===== src/rtl/pll_ctrl_pkg.sv =====
// Shared types and constants for the ECP5 PLL dynamic phase controller.
package pll_ctrl_pkg;

  typedef enum logic [2:0] {
    StWaitLock,
    StIdle,
    StSetup,
    StStepLo,
    StStepHi,
    StLoad,
    StDone
  } state_e;

  typedef logic [1:0] phase_sel_t;

  localparam phase_sel_t SEL_CLKOS  = 2'b00;
  localparam phase_sel_t SEL_CLKOS2 = 2'b01;
  localparam phase_sel_t SEL_CLKOS3 = 2'b10;
  localparam phase_sel_t SEL_CLKOP  = 2'b11;

  function automatic int unsigned max3(input int unsigned a, input int unsigned b,
                                       input int unsigned c);
    int unsigned m;
    m = (a > b) ? a : b;
    return (m > c) ? m : c;
  endfunction

endpackage


===== src/rtl/pll_phase_ctrl_if.sv =====
// Phase-shift request channel between a requester and the PLL phase controller.
interface pll_phase_ctrl_if
  import pll_ctrl_pkg::*;
#(
  parameter int unsigned STEP_W = 8
);
  logic              req_valid;
  logic              req_ready;
  phase_sel_t        req_sel;
  logic              req_dir;
  logic [STEP_W-1:0] req_steps;
  logic              done;
  logic              err;
  logic              busy;

  modport master (
    output req_valid, req_sel, req_dir, req_steps,
    input  req_ready, done, err, busy
  );

  modport slave (
    input  req_valid, req_sel, req_dir, req_steps,
    output req_ready, done, err, busy
  );
endinterface


===== src/rtl/sync_2ff.sv =====
// Single-bit two-flop synchroniser with asynchronous active-high reset.
module sync_2ff (
  input  logic clk,
  input  logic rst,
  input  logic d,
  output logic q
);
  logic meta_q;

  always_ff @(posedge clk or posedge rst) begin
    if (rst) begin
      meta_q <= 1'b0;
      q      <= 1'b0;
    end else begin
      meta_q <= d;
      q      <= meta_q;
    end
  end
endmodule


===== src/rtl/pll_phase_ctrl.sv =====
// Sequences EHXPLLL dynamic phase steps behind a debounced lock, one request at a time.
module pll_phase_ctrl
  import pll_ctrl_pkg::*;
#(
  parameter int unsigned LOCK_STABLE = 1024,
  parameter int unsigned SETUP_CYC   = 2,
  parameter int unsigned PULSE_CYC   = 2,
  parameter int unsigned GAP_CYC     = 2,
  parameter int unsigned STEP_W      = 8
) (
  input  logic            clk,
  input  logic            rst,
  input  logic            pll_locked,
  pll_phase_ctrl_if.slave req,
  output logic            stable,
  output phase_sel_t      phasesel,
  output logic            phasedir,
  output logic            phasestep,
  output logic            phaseloadreg
);
  localparam int unsigned LockW = $clog2(LOCK_STABLE + 1);
  localparam int unsigned TmrW  = $clog2(max3(SETUP_CYC, PULSE_CYC, GAP_CYC) + 1);

  logic lk;

  sync_2ff u_lock_sync (
    .clk (clk),
    .rst (rst),
    .d   (pll_locked),
    .q   (lk)
  );

  logic [LockW-1:0]  lock_cnt_q, lock_cnt_d;
  logic              stable_q;
  state_e            state_q, state_d;
  logic [TmrW-1:0]   tmr_q, tmr_d;
  logic [STEP_W-1:0] steps_q, steps_d;
  phase_sel_t        sel_q, sel_d;
  logic              dir_q, dir_d;
  logic              err_d;
  logic              ready_q, busy_q, done_q, err_q, step_q, load_q;

  // Saturating run-length of consecutive synchronised-locked cycles.
  always_comb begin
    lock_cnt_d = lock_cnt_q;
    if (!lk) begin
      lock_cnt_d = '0;
    end else if (lock_cnt_q != LockW'(LOCK_STABLE)) begin
      lock_cnt_d = lock_cnt_q + 1'b1;
    end
  end

  always_comb begin
    state_d = state_q;
    tmr_d   = '0;
    steps_d = steps_q;
    sel_d   = sel_q;
    dir_d   = dir_q;
    err_d   = 1'b0;
    case (state_q)
      StWaitLock: begin
        if (stable_q) state_d = StIdle;
      end
      StIdle: begin
        if (req.req_valid && ready_q) begin
          sel_d   = req.req_sel;
          dir_d   = req.req_dir;
          steps_d = req.req_steps;
          state_d = (req.req_steps == '0) ? StDone : StSetup;
        end else if (!stable_q) begin
          state_d = StWaitLock;
        end
      end
      StSetup: begin
        if (tmr_q == TmrW'(SETUP_CYC - 1)) state_d = StStepLo;
        else tmr_d = tmr_q + 1'b1;
      end
      StStepLo: begin
        if (tmr_q == TmrW'(PULSE_CYC - 1)) state_d = StStepHi;
        else tmr_d = tmr_q + 1'b1;
      end
      StStepHi: begin
        if (tmr_q == TmrW'(GAP_CYC - 1)) begin
          steps_d = steps_q - 1'b1;
          state_d = (steps_q == STEP_W'(1)) ? StLoad : StStepLo;
        end else begin
          tmr_d = tmr_q + 1'b1;
        end
      end
      StLoad: begin
        if (tmr_q == TmrW'(PULSE_CYC - 1)) state_d = StDone;
        else tmr_d = tmr_q + 1'b1;
      end
      StDone: begin
        state_d = stable_q ? StIdle : StWaitLock;
      end
      default: state_d = StWaitLock;
    endcase

    // Lock loss while touching the PLL overrides any timed transition.
    if (!stable_q && (state_q inside {StSetup, StStepLo, StStepHi, StLoad})) begin
      state_d = StWaitLock;
      tmr_d   = '0;
      err_d   = 1'b1;
    end
  end

  always_ff @(posedge clk or posedge rst) begin
    if (rst) begin
      lock_cnt_q <= '0;
      stable_q   <= 1'b0;
      state_q    <= StWaitLock;
      tmr_q      <= '0;
      steps_q    <= '0;
      sel_q      <= SEL_CLKOS;
      dir_q      <= 1'b0;
      ready_q    <= 1'b0;
      busy_q     <= 1'b0;
      done_q     <= 1'b0;
      err_q      <= 1'b0;
      step_q     <= 1'b1;
      load_q     <= 1'b1;
    end else begin
      lock_cnt_q <= lock_cnt_d;
      stable_q   <= (lock_cnt_d == LockW'(LOCK_STABLE));
      state_q    <= state_d;
      tmr_q      <= tmr_d;
      steps_q    <= steps_d;
      sel_q      <= sel_d;
      dir_q      <= dir_d;
      ready_q    <= (state_d == StIdle);
      busy_q     <= (state_d inside {StSetup, StStepLo, StStepHi, StLoad, StDone});
      done_q     <= (state_d == StDone);
      err_q      <= err_d;
      step_q     <= (state_d != StStepLo);
      load_q     <= (state_d != StLoad);
    end
  end

  assign req.req_ready = ready_q;
  assign req.busy      = busy_q;
  assign req.done      = done_q;
  assign req.err       = err_q;
  assign stable        = stable_q;
  assign phasesel      = sel_q;
  assign phasedir      = dir_q;
  assign phasestep     = step_q;
  assign phaseloadreg  = load_q;

endmodule

===== src/flat_wrapper.sv =====
// flat-port wrapper written by rule: the top's interface ports become plain ports
module pll_phase_ctrl_flat import pll_ctrl_pkg::*;
#(
  parameter int unsigned LOCK_STABLE = 1024,
  parameter int unsigned SETUP_CYC   = 2,
  parameter int unsigned PULSE_CYC   = 2,
  parameter int unsigned GAP_CYC     = 2,
  parameter int unsigned STEP_W      = 8
)
  (clk, rst, pll_locked, stable, phasesel, phasedir, phasestep, phaseloadreg, req_req_valid, req_req_sel, req_req_dir, req_req_steps, req_req_ready, req_done, req_err, req_busy);
  pll_phase_ctrl_if #(.STEP_W(STEP_W)) req_i ();
  input  logic clk;
  input  logic rst;
  input  logic pll_locked;
  output logic stable;
  output phase_sel_t phasesel;
  output logic phasedir;
  output logic phasestep;
  output logic phaseloadreg;
  input wire logic [$bits(req_i.req_valid)-1:0] req_req_valid;
  input wire logic [$bits(req_i.req_sel)-1:0] req_req_sel;
  input wire logic [$bits(req_i.req_dir)-1:0] req_req_dir;
  input wire logic [$bits(req_i.req_steps)-1:0] req_req_steps;
  output wire logic [$bits(req_i.req_ready)-1:0] req_req_ready;
  output wire logic [$bits(req_i.done)-1:0] req_done;
  output wire logic [$bits(req_i.err)-1:0] req_err;
  output wire logic [$bits(req_i.busy)-1:0] req_busy;
  assign req_i.req_valid = req_req_valid;
  assign req_i.req_sel = req_req_sel;
  assign req_i.req_dir = req_req_dir;
  assign req_i.req_steps = req_req_steps;
  assign req_req_ready = req_i.req_ready;
  assign req_done = req_i.done;
  assign req_err = req_i.err;
  assign req_busy = req_i.busy;
  pll_phase_ctrl #(.LOCK_STABLE(LOCK_STABLE), .SETUP_CYC(SETUP_CYC), .PULSE_CYC(PULSE_CYC), .GAP_CYC(GAP_CYC), .STEP_W(STEP_W)) u_core (.clk(clk), .rst(rst), .pll_locked(pll_locked), .req(req_i), .stable(stable), .phasesel(phasesel), .phasedir(phasedir), .phasestep(phasestep), .phaseloadreg(phaseloadreg));
endmodule

===== config.mk =====
export PLATFORM = sky130hd
export DESIGN_NAME = pll_phase_ctrl_flat
export DESIGN_NICKNAME = d
export VERILOG_FILES = /design/src/rtl/pll_ctrl_pkg.sv /design/src/rtl/pll_phase_ctrl_if.sv /design/src/rtl/sync_2ff.sv /design/src/rtl/pll_phase_ctrl.sv /design/src/flat_wrapper.sv
export SDC_FILE = /design/constraint.sdc
export NUM_CORES = 1
export LEC_CHECK = 0
export BUFFER_PORTS_ARGS = -buffer_cell sky130_fd_sc_hd__buf_4
export CAP_MARGIN = 15
export CELL_PAD_IN_SITES_DETAIL_PLACEMENT = 1
export CELL_PAD_IN_SITES_GLOBAL_PLACEMENT = 1
export CORE_ASPECT_RATIO = 0.5
export CORE_MARGIN = 2
export CORE_UTILIZATION = 40
export DETAILED_ROUTE_END_ITERATION = 6
export PLACE_DENSITY_LB_ADDON = 0.1
export SLEW_MARGIN = 20
export SYNTH_ARGS = -nofsm -noshare
export SYNTH_HDL_FRONTEND = slang
export SYNTH_SLANG_ARGS = --single-unit

===== constraint.sdc =====
create_clock -name clk -period 1.9 [get_ports clk]
set_clock_uncertainty 0.1 [all_clocks]
set_input_delay 0.19 -clock clk [delete_from_list [all_inputs] [get_ports clk]]
set_output_delay 0.19 -clock clk [all_outputs]
set_load 0.1 [all_outputs]

==> metrics.yaml <==
status: "complete, no violations"
min-delay-start: "req_req_dir"
rsz0062_at_grt: "yes"
clk_pin_slew_ns: 0.07
power.internal_mw: 1.12
cp.arrival_ns: 1.97
worstSetupEndpointType: "flip-flop"
p_clk_share_pct: 39.1
syn-cell-area_um2: 1890
ioPinCount: 25
synth-edff-count: 0
initial_core_util_pct: 42.2
syn_avg_cell_area_um2: 9.83
crit_fanout: 4
worstMarginPinSlew_ns: 0.465
power_frac_comb_pct: 6.7
peakVddDrop_mv: 0.291
synth_cell_types: 48
yosys_warnings: 0
r2r-start: "u_core.lock_cnt_q[0]"
vias: 1583
grt_pass1_vias: 1695
worstRegToRegCells: 7
cts_root_buf: "clkbuf_8"
finalCritPeriodShare_pct: 97.2
cts_buffers: 5
via_per_inst: 5.52
diodes: 0
fin_crit_ns: 1.85
synthAdderAreaFrac_pct: 2.65
finalSetupViolCount: 0
seqPwrFrac_pct: 54.2
synth_mux_area_share_pct: 3.91
htreeDepth: 2
setup_slack_ns: 0.0532
grt_max_degree: 37
yosys.area_share.simple_pct: 23.1
hold_path_class: "in -> reg"
worst-setup-path-type: "reg -> reg"
required_ns: 2.03
wl_per_cell_um: 16.1
power.total_mw: 1.45
die_y_um: 52.6
worst_setup_path_start_kind: "flip-flop"
crit_path_end: "u_core.stable"
cts_sinks: 36
p_sw_share_pct: 22.9
clkLatencyLatePin_ns: 0.29
r2r_slack_ns: 0.05
wl_um: 4620
ant_nets: 0
synth_cells: 192
max-cap-violations: 0
ys.flop_type: "dfrtp_1"
clock_path_buffers: 2
drtIter0Drc: 53
grt_pass1_wl_um: 7710
first_pass_iters: 6
portBuffers: 24
slew_headroom_pct: 69.0
p_leak_nw: 1.06
route.detailed.drc: 0
hpwl_um: 3290
syn-num-nets: 211
antenna_found_initial: 0
slew_viol_final: 0
pwr_density_cell_nw_per_um2: 617
ys_seq_area_share_pct: 47.9
place_ws_ns: -0.0157
nFillCells: 512
hold_violations: 0
layout.nets: 248
synth_compound_area_share_pct: 15.4
p_sw_mw: 0.334
synth_top_family_by_area: "simple AND/OR/NAND/NOR gates"
synth_seq_cells: 36
grt_usage_pct: 19.3
core_um2: 4470
cts_tree: "yes"
synthToLayoutAreaGrowth_pct: 25.0
rows: 17
dieArea_um2: 5320
max_freq_mhz: 541
reg2reg_to: "u_core.stable"
die_w_um: 101
grt_overflow_total: 0
routabilityCongestion: 0.848
synth-xor-area-share_pct: 3.25
drive_gt1_share_pct: 27.4
cp-startpoint: "u_core.lock_cnt_q[0]"
synthArstFlopShare_pct: 100
-- timing repair --
action | CTS | global route
buffers inserted | 2 | 1
hold buffers | 2 | 0
gates resized for setup | 0 | 14
hold endpoints to repair | 35 | 0
endpoints found under the setup margin | 3 | 8
pin swaps | 1 | 2
-- worst min-delay path by stage --
stage                                endpoint  slack (ns)  cells after the start
finish                        u_core.phasedir        0.03                      2
global route                  u_core.phasedir        0.01                      2
CTS                           u_core.phasedir        0.02                      2
detailed placement  u_core.u_lock_sync.meta_q        0.21                      1
global placement    u_core.u_lock_sync.meta_q        0.20                      1
floorplan           u_core.u_lock_sync.meta_q        0.12                      0
-- per-layer routing --
layer	global-route usage, %	vias up	share of wire, %
met3	6.40	4	3.7
met5	0	-	0
li1	-	763	-
met2	35.2	21	51
met4	4.73	0	0.80
met1	22.2	795	44
-- Yosys cell counts (2+ instances only) --
master | instances | area (um2)
dfrtp_1 | 34 | 851
nor2_1 | 14 | 52.6
inv_1 | 10 | 37.5
o21ai_0 | 10 | 50.1
a21oi_1 | 9 | 45.0
nand2_1 | 9 | 33.8
and2_1 | 7 | 43.8
nand3_1 | 7 | 35.0
nor3_1 | 6 | 30.0
clkbuf_1 | 5 | 18.8
or3_1 | 5 | 31.3
ha_1 | 4 | 50.1
mux2i_1 | 4 | 40.0
nand2b_1 | 4 | 25.0
nand4_1 | 4 | 25.0
nor2b_1 | 4 | 25.0
nor4_1 | 4 | 25.0
xor2_1 | 4 | 35.0
buf_2 | 3 | 15.0
mux2_2 | 3 | 33.8
o211ai_1 | 3 | 22.5
o2bb2ai_1 | 3 | 26.3
xnor2_1 | 3 | 26.3
a21boi_0 | 2 | 15.0
a22oi_1 | 2 | 15.0
and3_1 | 2 | 12.5
dfstp_2 | 2 | 52.6
nand3b_1 | 2 | 15.0
nor3b_1 | 2 | 15.0
o21a_1 | 2 | 15.0
o21ai_1 | 2 | 10.0
-- critical path, stage by stage, from the launching register on --
cell      delay (ns)
dfrtp_2         0.45
inv_2           0.08
ha_1            0.15
nor4b_4         0.23
nand3_2         0.11
or3_1           0.33
o211ai_1        0.12
and4b_1         0.21
-- placed cells by master (no fill, tap or decap), types with 2 or more instances in the layout --
master and instances:
clkbuf_1 2, or3_1 5, ha_1 3, mux2i_1 4, mux2_2 3, nand2b_1 4, dfrtp_1 31, dfrtp_2 2
xor2_1 4, dlygate4sd3_1 2, clkbuf_8 6, nand2_1 9, buf_4 36, a21boi_0 2, nor3_1 5, dfstp_2 2
o2bb2ai_1 3, nand3b_1 2, inv_2 2, nand4_1 4, nor2_1 13, and3_1 2, inv_1 8, and2_1 7
nand3_1 6, o21ai_0 10, a21oi_1 9, nor4_1 4, o211ai_1 3, nor2b_1 4, a22oi_1 2, xnor2_1 3
nor3b_1 2
-- logic make-up (layout without fill, tap and decap cells) --
| family | Yosys count | after routing |
|---|---|---|
| AO/OA/AOI/OAI | 44 | 44 |
| XOR/XNOR | 7 | 7 |
| adder cells (fa/ha/maj) | 4 | 4 |
| buffers and inverters | 18 | 56 |
| flip-flops | 36 | 36 |
| multiplexers | 7 | 7 |
| AND/OR/NAND/NOR | 76 | 76 |
-- through the flow --
step	area [um2]	hold slack, ns	cells	util, %	TNS (ns)
6_report	2360	0.0272	287	52.8	0
5_1_grt	2360	0.0101	287	52.8	-0.0379
4_1_cts	2300	0.0187	286	51.5	0
3_5_place_dp	2180	0.207	274	48.7	-0.0284
3_3_place_gp	2180	0.200	274	48.7	0
2_1_floorplan	1890	0.121	192	-	0
-- flip-flops by register name, summed over array words and instances (netlist names) --
signal,cells
u_core.tmr_q,2
u_core.req.busy,1
u_core.u_lock_sync.meta_q,1
u_core.state_q,3
u_core.stable,1
u_core.phasedir,1
u_core.phasestep,1
u_core.lock_cnt_q,11
u_core.u_lock_sync.q,1
u_core.phaseloadreg,1
u_core.req.err,1
u_core.req.done,1
u_core.phasesel,2
u_core.steps_q,8
u_core.req.req_ready,1
-- power by group through the flow --
stage | clock network (mW) | registers (mW) | logic, mW
2_1_floorplan | 0 | 0.795 | 0.0445
3_3_place_gp | 0 | 0.799 | 0.0825
3_5_place_dp | 0 | 0.800 | 0.0851
4_1_cts | 0.593 | 0.784 | 0.0912
5_1_grt | 0.625 | 0.790 | 0.110
6_report | 0.569 | 0.789 | 0.0969
-- cell type report --
class | instances | area, um2 | area share [%]
Clock buffer | 8 | 90.1 | 3.82
Sequential cell | 36 | 910 | 38.6
Inverter | 10 | 37.5 | 1.59
Timing Repair Buffer | 38 | 290 | 12.3
Multi-Input combinational cell | 138 | 960 | 40.7
Tap cell | 57 | 71.3 | 3.02
Note: power is estimated with default switching activity, not from simulation.
